## src/rtl/seq_divider_pkg.sv

```systemverilog
// seq_divider_pkg
// Shared definitions for the sequential restoring divider: the FSM state
// encoding and the width helper used to size the iteration counter.
// No ports (package).

package seq_divider_pkg;

  // Code 2'd3 is unused; the FSM treats it as IDLE.
  typedef enum logic [1:0] {
    ST_IDLE = 2'd0,
    ST_RUN  = 2'd1,
    ST_DONE = 2'd2
  } state_t;

  // ceil(log2(value)), never less than 1 so a counter always has a bit.
  function automatic int clog2_min1(input int value);
    int width;
    int v;
    width = 0;
    v     = value - 1;
    while (v > 0) begin
      width++;
      v = v >> 1;
    end
    if (width < 1) width = 1;
    return width;
  endfunction

endpackage

```

## src/rtl/seq_divider_subtractor_cell.sv

```systemverilog
// subtractor_cell
// Combinational (N_BITS+1)-bit subtractor built as a ripple of
// full-subtractor bit cells, the same construction the multiplier uses for
// its adder cells.
// Ports:
//   a      in  N_BITS+1  minuend
//   b      in  N_BITS+1  subtrahend
//   diff   out N_BITS+1  a - b (modulo 2^(N_BITS+1))
//   borrow out 1         set when b > a

module subtractor_cell #(
  parameter int N_BITS = 4
) (
  input  logic [N_BITS:0] a,
  input  logic [N_BITS:0] b,
  output logic [N_BITS:0] diff,
  output logic            borrow
);

  logic [N_BITS+1:0] chain;

  assign chain[0] = 1'b0;

  for (genvar i = 0; i <= N_BITS; i++) begin : g_cell
    // Full subtractor: borrow out when this bit needs to take from above.
    assign diff[i]      = a[i] ^ b[i] ^ chain[i];
    assign chain[i + 1] = (~a[i] & b[i]) | (~(a[i] ^ b[i]) & chain[i]);
  end

  assign borrow = chain[N_BITS+1];

endmodule

```

## src/rtl/seq_divider.sv

```systemverilog
// seq_divider
// Sequential unsigned restoring divider: one quotient bit per clock,
// results after N_BITS iterations, start/done handshake.
// Ports:
//   clk          in  1       rising-edge clock
//   rst          in  1       asynchronous active-high reset
//   start        in  1       request, sampled only in IDLE
//   dividend     in  N_BITS  numerator, captured on accepted start
//   divisor      in  N_BITS  denominator, captured on accepted start
//   busy         out 1       high while iterating
//   done         out 1       one-cycle pulse, results valid
//   quotient     out N_BITS  result, held until next accepted start
//   remainder    out N_BITS  result, held until next accepted start
//   div_by_zero  out 1       set with done when divisor was 0

module seq_divider
  import seq_divider_pkg::*;
#(
  parameter int N_BITS = 4
) (
  input  logic              clk,
  input  logic              rst,
  input  logic              start,
  input  logic [N_BITS-1:0] dividend,
  input  logic [N_BITS-1:0] divisor,
  output logic              busy,
  output logic              done,
  output logic [N_BITS-1:0] quotient,
  output logic [N_BITS-1:0] remainder,
  output logic              div_by_zero
);

  localparam int               CNT_W    = clog2_min1(N_BITS);
  localparam logic [CNT_W-1:0] CNT_LAST = CNT_W'(N_BITS - 1);

  state_t state, state_next;

  logic [N_BITS-1:0] dvd_reg;
  logic [N_BITS-1:0] dvs_reg;
  logic [N_BITS:0]   rem_reg;
  logic [CNT_W-1:0]  cnt;

  logic [N_BITS:0]   step_t;
  logic [N_BITS:0]   step_diff;
  logic              step_borrow;
  logic              qbit;
  logic [N_BITS:0]   rem_step;
  logic [N_BITS-1:0] dvd_step;

  // One restoring step: shift the next dividend bit into the partial
  // remainder and try to subtract the divisor.
  assign step_t = {rem_reg[N_BITS-1:0], dvd_reg[N_BITS-1]};

  subtractor_cell #(.N_BITS(N_BITS)) u_sub (
    .a      (step_t),
    .b      ({1'b0, dvs_reg}),
    .diff   (step_diff),
    .borrow (step_borrow)
  );

  // rem_reg stays below the divisor, so its top bit is always 0. If it were
  // ever set, the shifted value would exceed the divisor and the subtract
  // must succeed, which is what OR-ing it in expresses.
  assign qbit     = rem_reg[N_BITS] | ~step_borrow;
  assign rem_step = qbit ? step_diff : step_t;
  assign dvd_step = {dvd_reg[N_BITS-2:0], qbit};

  // State register; busy and done are registered from the next state so
  // they come straight out of flops.
  always_ff @(posedge clk or posedge rst) begin
    if (rst) begin
      state <= ST_IDLE;
      busy  <= 1'b0;
      done  <= 1'b0;
    end else begin
      state <= state_next;
      busy  <= (state_next == ST_RUN);
      done  <= (state_next == ST_DONE);
    end
  end

  // Next-state logic. A zero divisor skips RUN entirely.
  always_comb begin
    state_next = ST_IDLE;
    case (state)
      ST_IDLE: begin
        if (start) begin
          state_next = (divisor == '0) ? ST_DONE : ST_RUN;
        end else begin
          state_next = ST_IDLE;
        end
      end
      ST_RUN:  state_next = (cnt == CNT_LAST) ? ST_DONE : ST_RUN;
      ST_DONE: state_next = ST_IDLE;
      default: state_next = ST_IDLE;
    endcase
  end

  // Datapath: operand capture, iteration and result registers.
  always_ff @(posedge clk or posedge rst) begin
    if (rst) begin
      dvd_reg     <= '0;
      dvs_reg     <= '0;
      rem_reg     <= '0;
      cnt         <= '0;
      quotient    <= '0;
      remainder   <= '0;
      div_by_zero <= 1'b0;
    end else begin
      case (state)
        ST_IDLE: begin
          if (start) begin
            if (divisor != '0) begin
              dvd_reg     <= dividend;
              dvs_reg     <= divisor;
              rem_reg     <= '0;
              cnt         <= '0;
              div_by_zero <= 1'b0;
            end else begin
              quotient    <= '1;
              remainder   <= dividend;
              div_by_zero <= 1'b1;
            end
          end
        end
        ST_RUN: begin
          rem_reg <= rem_step;
          dvd_reg <= dvd_step;
          cnt     <= cnt + CNT_W'(1);
          if (cnt == CNT_LAST) begin
            quotient  <= dvd_step;
            remainder <= rem_step[N_BITS-1:0];
          end
        end
        default: begin
        end
      endcase
    end
  end

endmodule

```

## config.mk

```make
export PLATFORM = sky130hd
export DESIGN_NAME = seq_divider
export DESIGN_NICKNAME = d
export VERILOG_FILES = /design/src/rtl/seq_divider_pkg.sv /design/src/rtl/seq_divider_subtractor_cell.sv /design/src/rtl/seq_divider.sv
export SDC_FILE = /design/constraint.sdc
export NUM_CORES = 1
export LEC_CHECK = 0
export CORE_UTILIZATION = 50
export DETAILED_ROUTE_END_ITERATION = 10
export PLACE_DENSITY = 0.83
export SYNTH_ARGS = -nofsm -noshare
export SYNTH_HDL_FRONTEND = slang
export SYNTH_HIERARCHICAL = 1
export SYNTH_SLANG_ARGS = --single-unit
```

## constraint.sdc

```tcl
create_clock -name clk -period 6 [get_ports clk]
set_clock_uncertainty 0.05 [all_clocks]
set_input_delay 1.2 -clock clk [delete_from_list [all_inputs] [get_ports clk]]
set_output_delay 1.2 -clock clk [all_outputs]
set_load 0.1 [all_outputs]
```

==> run_results.csv <==
group,metric,value,unit
global_route,grt_pass1_vias,1097,
global_route,grt_use_total,21.1,%
hold_path,hp-class,"reg2reg",
logic_synthesis,synth_cell_types,39,
logic_synthesis,synth_flop_cell,"dfrtp_1",
hold_path,min_from,"div_by_zero$_DFFE_PP0P_",
routing,drt_wl_total,2890,µm
floorplan,io_pins,22,
floorplan,die-area,0.00323,mm²
logic_synthesis,yosys_warnings,6,
routing,drcViolationCount,5,
critical_path,worstSetupEndpointType,"output pin",
sta,max-slew-margin-rel,31.5,%
critical_path,path_max_fanout,2,
cts,hold_buffers,0,
sta,tightest_slew,1.03,ns
logic_synthesis,seq_area_frac_synth,46.6,%
routing,first_pass_iters,7,
sta,grt_setup_unrepaired,"no",
placement,io_buffers,21,
logic_synthesis,yosysMostFrequentCell,"dfrtp_1",
finish,fin_nets,163,
sta,min_period,3.12,ns
cts,tritoncts,"done",
logic_synthesis,syn_nets,143,
floorplan,num_rows,19,
logic_synthesis,synth_edf_count,0,
floorplan,start_util,53.6,%
critical_path,ff2ff_path_depth,12,
critical_path,cp_num_buf_inv,1,
routing,vias_per_cell,5.81,
cts,cts_buffer_depth,2,
hold_path,min_path_cells,2,
finish,largest_reg_flops,5,
sta,fin_setup_tns,0,ns
sta,period_share,51.9,%
global_route,antenna_found_initial,0,
critical_path,cp_slowest_cell,"clkdlybuf4s50_1",
global_route,grt_overflow,0,
logic_synthesis,netlist_instances,126,
cts,clock_sinks,28,
sta,fmax,321,MHz
cts,numCtsBuffers,3,
cts,cts_resized,0,
finish,areaGrowthSynthToFinish,17.9,%
finish,final_layout_size_suffix_gt1_share,14.5,%
floorplan,dieHeight,56.8,µm
global_route,grt_pass1_wl,5110,µm
routing,drt_iter0_markers,25,
cts,cts-root-buf,"clkbuf_4",
critical_path,worstSetupPathType,"reg2out",
job,maxCapViolations,0,
cts,clock_latency,0.33,ns
logic_synthesis,synth.largest_area_cell,"dfrtp_1",
critical_path,crit_arrival,1.87,ns
sta,drv_slew,0,
logic_synthesis,syn-cell-area,0.00150,mm²
finish,num_antenna_cells,0,
status,violations,"design-rule violations",
floorplan,core_area,0.00281,mm²
cts,post_cts_buffers,0,
cts,cts_htree_levels,1,
critical_path,cpPeakStageDelay,1.15,ns
logic_synthesis,syn_area_per_cell,11.9,µm²
logic_synthesis,yosys-top-cells-area,"dfrtp_1 (47%), fa_1 (5.3%), mux2_4 (4.0%), o31ai_1 (4.0%), inv_1 (3.5%)",
critical_path,crit_path_start_kind,"flip-flop",
routing,antenna_left,0,
critical_path,r2r_end,"quotient[0]$_DFFE_PP0P_",
sta,setup_violations,0,
logic_synthesis,async_flop_share,100,%
critical_path,timing.rr.start,"dvd_reg[3]$_DFFE_PP0P_",
routing,via_count,1022,
routing,wire_per_inst,16.4,µm
floorplan,dieWidth,56.8,µm
placement,dp_hpwl,2260,µm
critical_path,path_delay_family,"buffers and inverters",
cts,clkSlewWorstSetupHoldPaths,0.15,ns
global_route,grt_max_degree,29,
sta,hold_violations,0,
critical_path,path_cells,"clkdlybuf4s50_1",
logic_synthesis,synth_common_cells,"dfrtp_1 (28), inv_1 (14), o31ai_1 (8)",
placement,routabilityCongestion,0.795,
hold_path,worst_hold_path.endpoint,"div_by_zero$_DFFE_PP0P_",
critical_path,critical_path_required,4.75,ns
critical_path,rrSetupSlack,3.07,ns
logic_synthesis,yosysTopAreaCellShare,46.6,%
logic_synthesis,synth_seq_cells,28,
status,status,"finished with violations",
-- area by class of cell --
class | count | area (µm²)
Fill cell | 236 | 1030
Multi-Input combinational cell | 77 | 714
Sequential cell | 28 | 701
Timing Repair Buffer | 21 | 210
Inverter | 15 | 56.3
Tap cell | 31 | 38.8
Clock inverter | 1 | 30.0
Clock buffer | 3 | 22.5
-- layout by cell type (no fill, tap or decap), types with 2 or more instances in the layout --
cell	netlist	routed
and3b_1	4	4
clkbuf_4	0	3
fa_1	4	4
nor2_1	5	5
o21ai_0	3	3
a21oi_1	5	5
nand2b_1	2	2
a22o_1	3	3
a2bb2oi_1	4	4
or3b_2	3	3
o211ai_1	4	4
clkdlybuf4s50_1	0	21
dfrtp_1	28	28
o2bb2ai_1	5	5
a211oi_1	4	4
mux2_4	4	4
nand2_1	2	2
o31ai_1	8	8
inv_1	14	14
ha_1	2	2
-- worst max path at each step --
stage | cells after the start | startpoint | slack (ns) | endpoint
floorplan | 12 | dvd_reg[3]$_DFFE_PP0P_ | 3.27 | quotient[0]$_DFFE_PP0P_
global placement | 5 | divisor[2] | 3.07 | quotient[2]$_DFFE_PP0P_
CTS | 1 | quotient[3]$_DFFE_PP0P_ | 2.87 | quotient[3]
finish | 1 | quotient[3]$_DFFE_PP0P_ | 2.88 | quotient[3]
detailed placement | 5 | divisor[2] | 2.99 | quotient[1]$_DFFE_PP0P_
global route | 1 | quotient[1]$_DFFE_PP0P_ | 2.82 | quotient[1]
-- metal layers --
metal  global-route usage [%]  up-vias  wire, µm  share of wire [%]
li1                         -      495         -                  -
met1                     26.3      499      1330                 46
met2                     35.7       24      1440                 50
met3                     5.07        4        94                3.2
met4                     7.32        0        31                1.1
met5                        0        -         0                  0
-- stage by stage --
step                      setup WS [ns]  hold WS [ns]  instance area (µm²)  cells  utilization [%]
after floorplan                    3.27         0.396                 1500    126                -
after global placement             3.07         0.412                 1720    172             61.3
after detailed placement           2.99         0.424                 1720    172             61.3
after CTS                          2.87         0.451                 1770    176             63.2
after global routing               2.82         0.486                 1770    176             63.2
final                              2.88         0.449                 1770    176             63.2
-- cell families after synthesis --
logic type / Yosys count / synth area share (%)
buffers and inverters: 21 / 5.91
flip-flops: 28 / 46.6
adder cells (fa/ha/maj): 6 / 6.99
AO/OA/AOI/OAI: 42 / 23.0
multiplexers: 5 / 4.66
AND/OR/NAND/NOR: 23 / 12.6
other: 1 / 0.249
Power is not shown: default switching activity piles up to over one toggle a cycle in this logic, so the estimate is an artifact.
